File: src/rtl/adc_scan_avg.sv
// Scan sequencer and per-channel averager for the modular ADC core.
// It issues Avalon-ST commands, averages 2^AVG_LOG2 responses per channel, and emits results.
module adc_scan_avg #(
  parameter int NUM_CH      = 4,
  parameter int FIRST_CH    = 1,
  parameter int CH_W        = 5,
  parameter int DATA_W      = 12,
  parameter int AVG_LOG2    = 2,
  parameter int TIMEOUT_CYC = 1024
) (
  input  logic              clk_clk,
  input  logic              reset_reset,
  input  logic              start,
  input  logic              cont_mode,
  input  logic              stop,
  output logic              command_valid,
  output logic [CH_W-1:0]   command_channel,
  output logic              command_startofpacket,
  output logic              command_endofpacket,
  input  logic              command_ready,
  input  logic              response_valid,
  input  logic [CH_W-1:0]   response_channel,
  input  logic [DATA_W-1:0] response_data,
  output logic              result_valid,
  output logic [CH_W-1:0]   result_channel,
  output logic [DATA_W-1:0] result_data,
  input  logic              result_ready,
  output logic              busy,
  output logic              done,
  output logic              ch_err,
  output logic              tmo_err
);

  localparam logic [1:0] IDLE = 2'd0;
  localparam logic [1:0] CMD  = 2'd1;
  localparam logic [1:0] WAIT = 2'd2;
  localparam logic [1:0] EMIT = 2'd3;

  localparam int IDX_W = (NUM_CH > 1) ? $clog2(NUM_CH) : 1;
  localparam int CNT_W = AVG_LOG2 + 1;
  localparam int ACC_W = DATA_W + AVG_LOG2;
  localparam int TMO_W = $clog2(TIMEOUT_CYC);

  localparam logic [IDX_W-1:0] LAST_IDX = IDX_W'(NUM_CH - 1);
  localparam logic [CNT_W-1:0] LAST_CNT = CNT_W'((1 << AVG_LOG2) - 1);
  localparam logic [TMO_W-1:0] TMO_LAST = TMO_W'(TIMEOUT_CYC - 1);

  logic [1:0]       state;
  logic [IDX_W-1:0] idx;
  logic [CNT_W-1:0] cnt;
  logic [ACC_W-1:0] acc;
  logic [TMO_W-1:0] tmo_cnt;
  logic             cont_lat;
  logic             stop_lat;

  logic [CH_W-1:0]  exp_ch;
  logic             resp_match;
  logic             tmo_hit;

  assign exp_ch     = CH_W'(FIRST_CH) + CH_W'(idx);
  assign resp_match = response_valid && (response_channel == exp_ch);
  assign tmo_hit    = (tmo_cnt == TMO_LAST);

  assign busy                  = (state != IDLE);
  assign command_valid         = (state == CMD);
  assign command_channel       = command_valid ? exp_ch : '0;
  assign command_startofpacket = command_valid;
  assign command_endofpacket   = command_valid;

  // The accumulator is constant in EMIT, so the shifted average needs no extra register.
  assign result_valid   = (state == EMIT);
  assign result_channel = result_valid ? exp_ch : '0;
  assign result_data    = result_valid ? acc[ACC_W-1:AVG_LOG2] : '0;

  always_ff @(posedge clk_clk) begin
    if (reset_reset) begin
      state    <= IDLE;
      idx      <= '0;
      cnt      <= '0;
      acc      <= '0;
      tmo_cnt  <= '0;
      cont_lat <= 1'b0;
      stop_lat <= 1'b0;
      done     <= 1'b0;
      ch_err   <= 1'b0;
      tmo_err  <= 1'b0;
    end else begin
      done <= 1'b0;
      if (busy && stop) stop_lat <= 1'b1;

      case (state)
        IDLE: begin
          if (start) begin
            cont_lat <= cont_mode;
            idx      <= '0;
            cnt      <= '0;
            acc      <= '0;
            ch_err   <= 1'b0;
            tmo_err  <= 1'b0;
            stop_lat <= 1'b0;
            state    <= CMD;
          end
        end

        CMD: begin
          if (command_ready) begin
            tmo_cnt <= '0;
            state   <= WAIT;
          end
        end

        // A matching response takes priority over a timeout in the same cycle.
        WAIT: begin
          if (resp_match) begin
            acc   <= acc + ACC_W'(response_data);
            cnt   <= cnt + CNT_W'(1);
            state <= (cnt == LAST_CNT) ? EMIT : CMD;
          end else begin
            if (response_valid) ch_err <= 1'b1;
            if (tmo_hit) begin
              tmo_err <= 1'b1;
              state   <= CMD;
            end else begin
              tmo_cnt <= tmo_cnt + TMO_W'(1);
            end
          end
        end

        EMIT: begin
          if (result_ready) begin
            acc <= '0;
            cnt <= '0;
            if (stop_lat || stop) begin
              idx      <= '0;
              stop_lat <= 1'b0;
              done     <= 1'b1;
              state    <= IDLE;
            end else if (idx != LAST_IDX) begin
              idx   <= idx + IDX_W'(1);
              state <= CMD;
            end else begin
              idx <= '0;
              if (cont_lat) begin
                state <= CMD;
              end else begin
                stop_lat <= 1'b0;
                done     <= 1'b1;
                state    <= IDLE;
              end
            end
          end
        end

        default: state <= IDLE;
      endcase
    end
  end

endmodule
File: config.mk
export PLATFORM = sky130hd
export DESIGN_NAME = adc_scan_avg
export DESIGN_NICKNAME = d
export VERILOG_FILES = /design/src/rtl/adc_scan_avg.sv
export SDC_FILE = /design/constraint.sdc
export NUM_CORES = 1
export LEC_CHECK = 0
export CORE_UTILIZATION = 46
export DETAILED_ROUTE_END_ITERATION = 8
export PLACE_DENSITY = 0.75
export SYNTH_ARGS = -nofsm -noshare
export SYNTH_HDL_FRONTEND = slang
export SYNTH_SLANG_ARGS = --single-unit
File: constraint.sdc
create_clock -name clk_clk -period 2.04 [get_ports clk_clk]
set_input_delay 0.408 -clock clk_clk [delete_from_list [all_inputs] [get_ports clk_clk]]
set_output_delay 0.408 -clock clk_clk [all_outputs]
set_load 0.03 [all_outputs]
======== Word level (Yosys, flattened, before mapping) ========
Cells that the tools add are included.
storage, ports and cells
  input port bits ......................... 25
  output and inout bits ................... 30
  register bits ........................... 36
  logic and storage cells ................. 97
operators by class
  bitwise gates (word level) .............. 2
  eq/ne operators ......................... 16
  mux-type cells .......................... 47
  add/subtract/negate cells ............... 5
  reduce and logical (&&, ||, !) cells .... 17
operators with widths
  kind                   count
  $mux 14                3
  $pmux 14 s3            1
  $mux 10                3
  $mux 2                 10
  $pmux 10 s2            1
  $reduce_and 4->1       5
  $mux 1                 17
  $mux 3                 5
  $add 14x12->14         1
  $ne 2x2->1 const B     7
  $mux 12                1
  $add 10x1->10 const B  1
  $eq 10x10->1 const B   1
  $pmux 3 s3             1
  $pmux 2 s4             1
  $reduce_bool 2->1      4
  $pmux 1 s2             3
  $eq 5x3->1             1
  $eq 2x2->1 const B     2
  $ne 2x1->1 const B     2
  $pmux 2 s2             1
  $add 1x2->3 const A    1
  $add 3x1->3 const B    1
  $eq 3x2->1 const B     1
  11 further kinds       13

======== Depth between registers and ports, before layout ========
  word-level depth ........................ 8
  gate-level depth with buffers ........... 9
  gate-level depth less buffers ........... 9

======== Least setup slack after synthesis ========
No wires, ideal clock.
  path type ............................... input -> register
  start ................................... in response_data[0]
  end ..................................... reg acc[12]
  setup time .............................. 115 ps
  setup slack ............................. 46 ps
  cell stages on the path ................. 9
  buffers on the path ..................... 0
  arrival ................................. 1879 ps
  required time ........................... 1925 ps
  path through ............................ ha_1 -> inv_1 -> fa_1 -> nor2b_1 -> o31a_1 -> o211a_1 -> a41o_1 -> a21oi_1 -> o21ba_2
between the ends
  longest elaborated chain between the ends .. 3
RTL lines
  element               RTL line  source
  start, declared       23        input logic [DATA_W-1:0] response_data,
  $add 14x12->14        115       acc <= acc + ACC_W'(response_data);
  $mux 14               114       if (resp_match) begin
  $pmux 14 s3           91        case (state)
  end signal, assigned  115
  end, declared         51        logic [ACC_W-1:0] acc;
Every way passes these cells. The select of a mux whose other input is x is not followed.
A chain may end at the register's enable or synchronous reset.

======== Final worst setup path ========
  start ................................... reg idx[1]
  end ..................................... out command_channel[1]
between the ends
  longest elaborated chain between the ends .. 2
RTL lines
  element                 RTL line  source
  start, declared         49        logic [IDX_W-1:0] idx;
  start signal, assigned  139       idx <= idx + IDX_W'(1);
  $add 1x2->3             60        assign exp_ch = CH_W'(FIRST_CH) + CH_W'(idx);
  $mux 3                  66        assign command_channel = command_valid ? exp_ch : '0;
  end, declared           17        output logic [CH_W-1:0] command_channel,
Every way passes these cells.

==> summary.md <==
| Metric | Value |
|---|---|
| Status | `finished, final reports clean` |
| Most common flop cell mapped by yosys | `dfxtp_1` |
| WL final | `approximately 6400 um` |
| DP Cell Count | `between 400 and 500` |
| Period minus WS final | `1.98 ns` |
| Wire per inst | `13.9 um` |
| Largest net degree at the start of global routing | `30` |
| Clock Path Buffers | `2` |
| Sequential area share after synthesis | `approximately 30%` |
| CTS clk-pin slew, worst paths | `around 0.07 ns` |
| Total track usage | `roughly a quarter` |
| Die width | `74.7 um` |
| Crit Path Category | `reg2out` |
| Yosys top cell area share | `between 20 and 30%` |
| Crit path cell chain | `ha_1, buf_4, and2_1, clkdlybuf4s15_1` |
| Layout area overhead | `45.1%` |
| Die span in y | `~75 um` |
| R2r endpoint | `acc[2]` |
| CTS root buf | `clkbuf_8` |
| Clk Latency, worst-skew pair | `around 0.30 ns` |
| CTS Buf Count | `5` |
| Initial Util | `between 40% and 50%` |
| Most numerous cell in the Yosys netlist | `dfxtp_1` |
| Post-synth ARST share | `0%` |
| Initial antenna violation count | `0` |
| Max-cap violation count | `0` |
| Hold Crit Class | `reg2reg` |
| Hold_buf cts | `0` |
| Pre-CTS setup slack | `-0.590 ns` |
| Final setup vio count | `0` |
| Top cell type by total area after synthesis | `dfxtp_1` |
| ANT nets after route | `0` |
| Clock Sink Count | `36` |
| Die ar. | `roughly 5600 um^2` |
| Share of cells above drive strength 1 | `approximately 28%` |
| Final Cell Area | `3530 um^2` |
| Post-DP HPWL | `4350 um` |
| Syn Inst Count | `301` |
| # nets final | `about 440` |
| # IOs | `55` |
| Cell Area, Synth | `2430 um^2` |
| Post-route DRC | `0` |
| Fin Setup TNS | `0 ns` |
| Final hold viol count | `0` |
| Critical path peak fanout | `3` |
| Skew final | `around 0.0071 ns` |
| Non-filler cells in the finished layout | `462` |
| 1st-pass router iterations | `4` |
| Seq. cell area | `about 720 um^2` |
| Critical path startpoint category | `register` |
| Leakage | `approximately 1.5 nW` |
| Number of synthesized flops with an enable pin | `0` |
| H-tree depth | `2` |
| Final Max Slew Viols | `0` |
| Top cells by count, synth | `dfxtp_1, a21oi_1, nor2_1` |
| Worst setup margin | `0.0557 ns` |
| Crit path capture | `command_channel[1]` |
| Reg-to-reg slack, setup | `between 0.1 and 0.15 ns` |
| Hold depth | `2` |
| Iter 0 DRT Violations | `166` |
| Multi-input logic area | `1780 um^2` |
| Yosys cell types | `between 50 and 60` |
| Filler cell count | `~430` |
| Setup crit end kind | `primary output` |
| Crit-path slowest cell | `clkdlybuf4s15_1` |
| Final Cycle Share | `roughly 100%` |
| Via Count | `2472` |
| RD Place Congestion | `between 0.7 and 0.8` |
| Worst R2R Path Depth | `9` |
| CP peak stage delay | `about 0.36 ns` |
| GR Overflow Total | `0` |
| First-pass GRT wire length | `9940 um` |
| Worst Path Required | `approximately 1.6 ns` |
| FF-to-FF Start | `idx[0]` |
| CP startpoint | `idx[1]` |
| Final Power | `around 2.6 mW` |
| Placed cell areas | `~3200 um^2` |
| CTS tree | `done` |
| Vias in the first global route | `around 2300` |
| VDD IR max | `between 400 and 500 uV` |
| Top post-synthesis cells by area | `dfxtp_1, ha_1, a21oi_1` |
| I/O Buffers | `50` |
| #FFs+latches synth | `36` |
| Synth Area per Inst | `8.08 um^2` |
| Max Clock Freq | `slightly above 500 MHz` |
| Core area | `5110 um^2` |
| Row cnt | `26` |
| Via density | `between 5 and 6` |
| CP arrival | `roughly 1.6 ns` |
| Yosys warnings | `0` |
| Ant. Diodes | `0` |
| Power Dens Cells | `around 750 nW/um^2` |
## worst max-delay path, delay by kind of cell, from the launching register on
family	cells	cell delay (ns)
buffers and inverters	2	0.50
flip-flops	1	0.33
adder cells (fa/ha/maj)	1	0.33
AND/OR/NAND/NOR	1	0.12
## worst min-delay path by stage
| stage | start | endpoint | slack (ns) |
|---|---|---|---|
| 6_report | cont_lat | cont_lat | 0.47 |
| 4_1_cts | cont_lat | cont_lat | 0.47 |
| 3_5_place_dp | cont_lat | cont_lat | 0.46 |
| 2_1_floorplan | cont_lat | cont_lat | 0.43 |
| 5_1_grt | idx[1] | idx[1] | 0.51 |
| 3_3_place_gp | cont_lat | cont_lat | 0.45 |
## cells by family after synthesis
family	Yosys count	synth area share (%)
multiplexers	4	1.65
flip-flops	36	29.6
adder cells (fa/ha/maj)	21	11.1
buffers and inverters	26	5.40
XOR/XNOR	11	3.96
other	1	0.154
AO/OA/AOI/OAI	85	22.2
AND/OR/NAND/NOR	117	25.9
## where the power goes
part / switching [mW] / internal [mW]
Sequential: 0.0329 / 0.741
Combinational: 0.737 / 0.508
Clock: 0.263 / 0.363
Total: 1.03 / 1.61
## per-stage QoR
step	hold slack (ns)	utilization, %
floorplan	0.431	-
global placement	0.448	62.4
detailed placement	0.462	62.4
CTS	0.472	66.1
global route	0.510	69.1
finish	0.468	69.1
## layout by cell type, fill, tap and decap left out, types with 3 or more instances in the layout
master,n
ha_4,5
a211oi_1,3
conb_1,4
ha_2,3
dlygate4sd2_1,5
clkdlybuf4s50_1,22
a21o_1,5
a21oi_2,5
dfxtp_1,34
inv_1,9
nor2_1,23
nand4_1,3
nor2b_1,7
o21ai_1,3
nor3_1,6
a22oi_1,7
o21ai_0,16
mux2i_1,4
xor2_1,5
o21a_1,3
and3_1,5
ha_1,12
and2_1,19
clkbuf_8,5
and2b_1,3
nand3_1,9
a21oi_1,23
buf_4,62
xnor2_1,4
nand2_1,23
## what timing repair did
| item | in CTS | in global routing |
|---|---|---|
| setup buffers | 5 | 1 |
| pin swaps | 10 | 13 |
| setup endpoints to repair | 22 | 30 |
| cloned | 0 | 0 |
| gates resized for setup | 25 | 31 |
## area by class of cell
class,instances,area share (%)
Tap cell,70,2.48
Clock buffer,6,2.06
Clock inverter,2,0.993
Multi-Input combinational cell,242,50.4
Inverter,11,1.17
Timing Repair Buffer,95,22.4
Sequential cell,36,20.5
## flip-flops by register name, indices dropped and copies added (netlist names)
name	cells
acc	14
tmo_cnt	10
cnt	3
idx	2
state	2
ch_err	1
cont_lat	1
done	1
stop_lat	1
tmo_err	1
## layer usage
metal / global-route usage (%) / vias up / share of wire (%)
li1: - / 1245 / -
met1: 28.3 / 1159 / 44
met2: 40.3 / 56 / 51
met3: 4.02 / 12 / 2.7
met4: 10.7 / 0 / 2.2
met5: 0 / - / 0
Power figures use the tool's default switching activity.
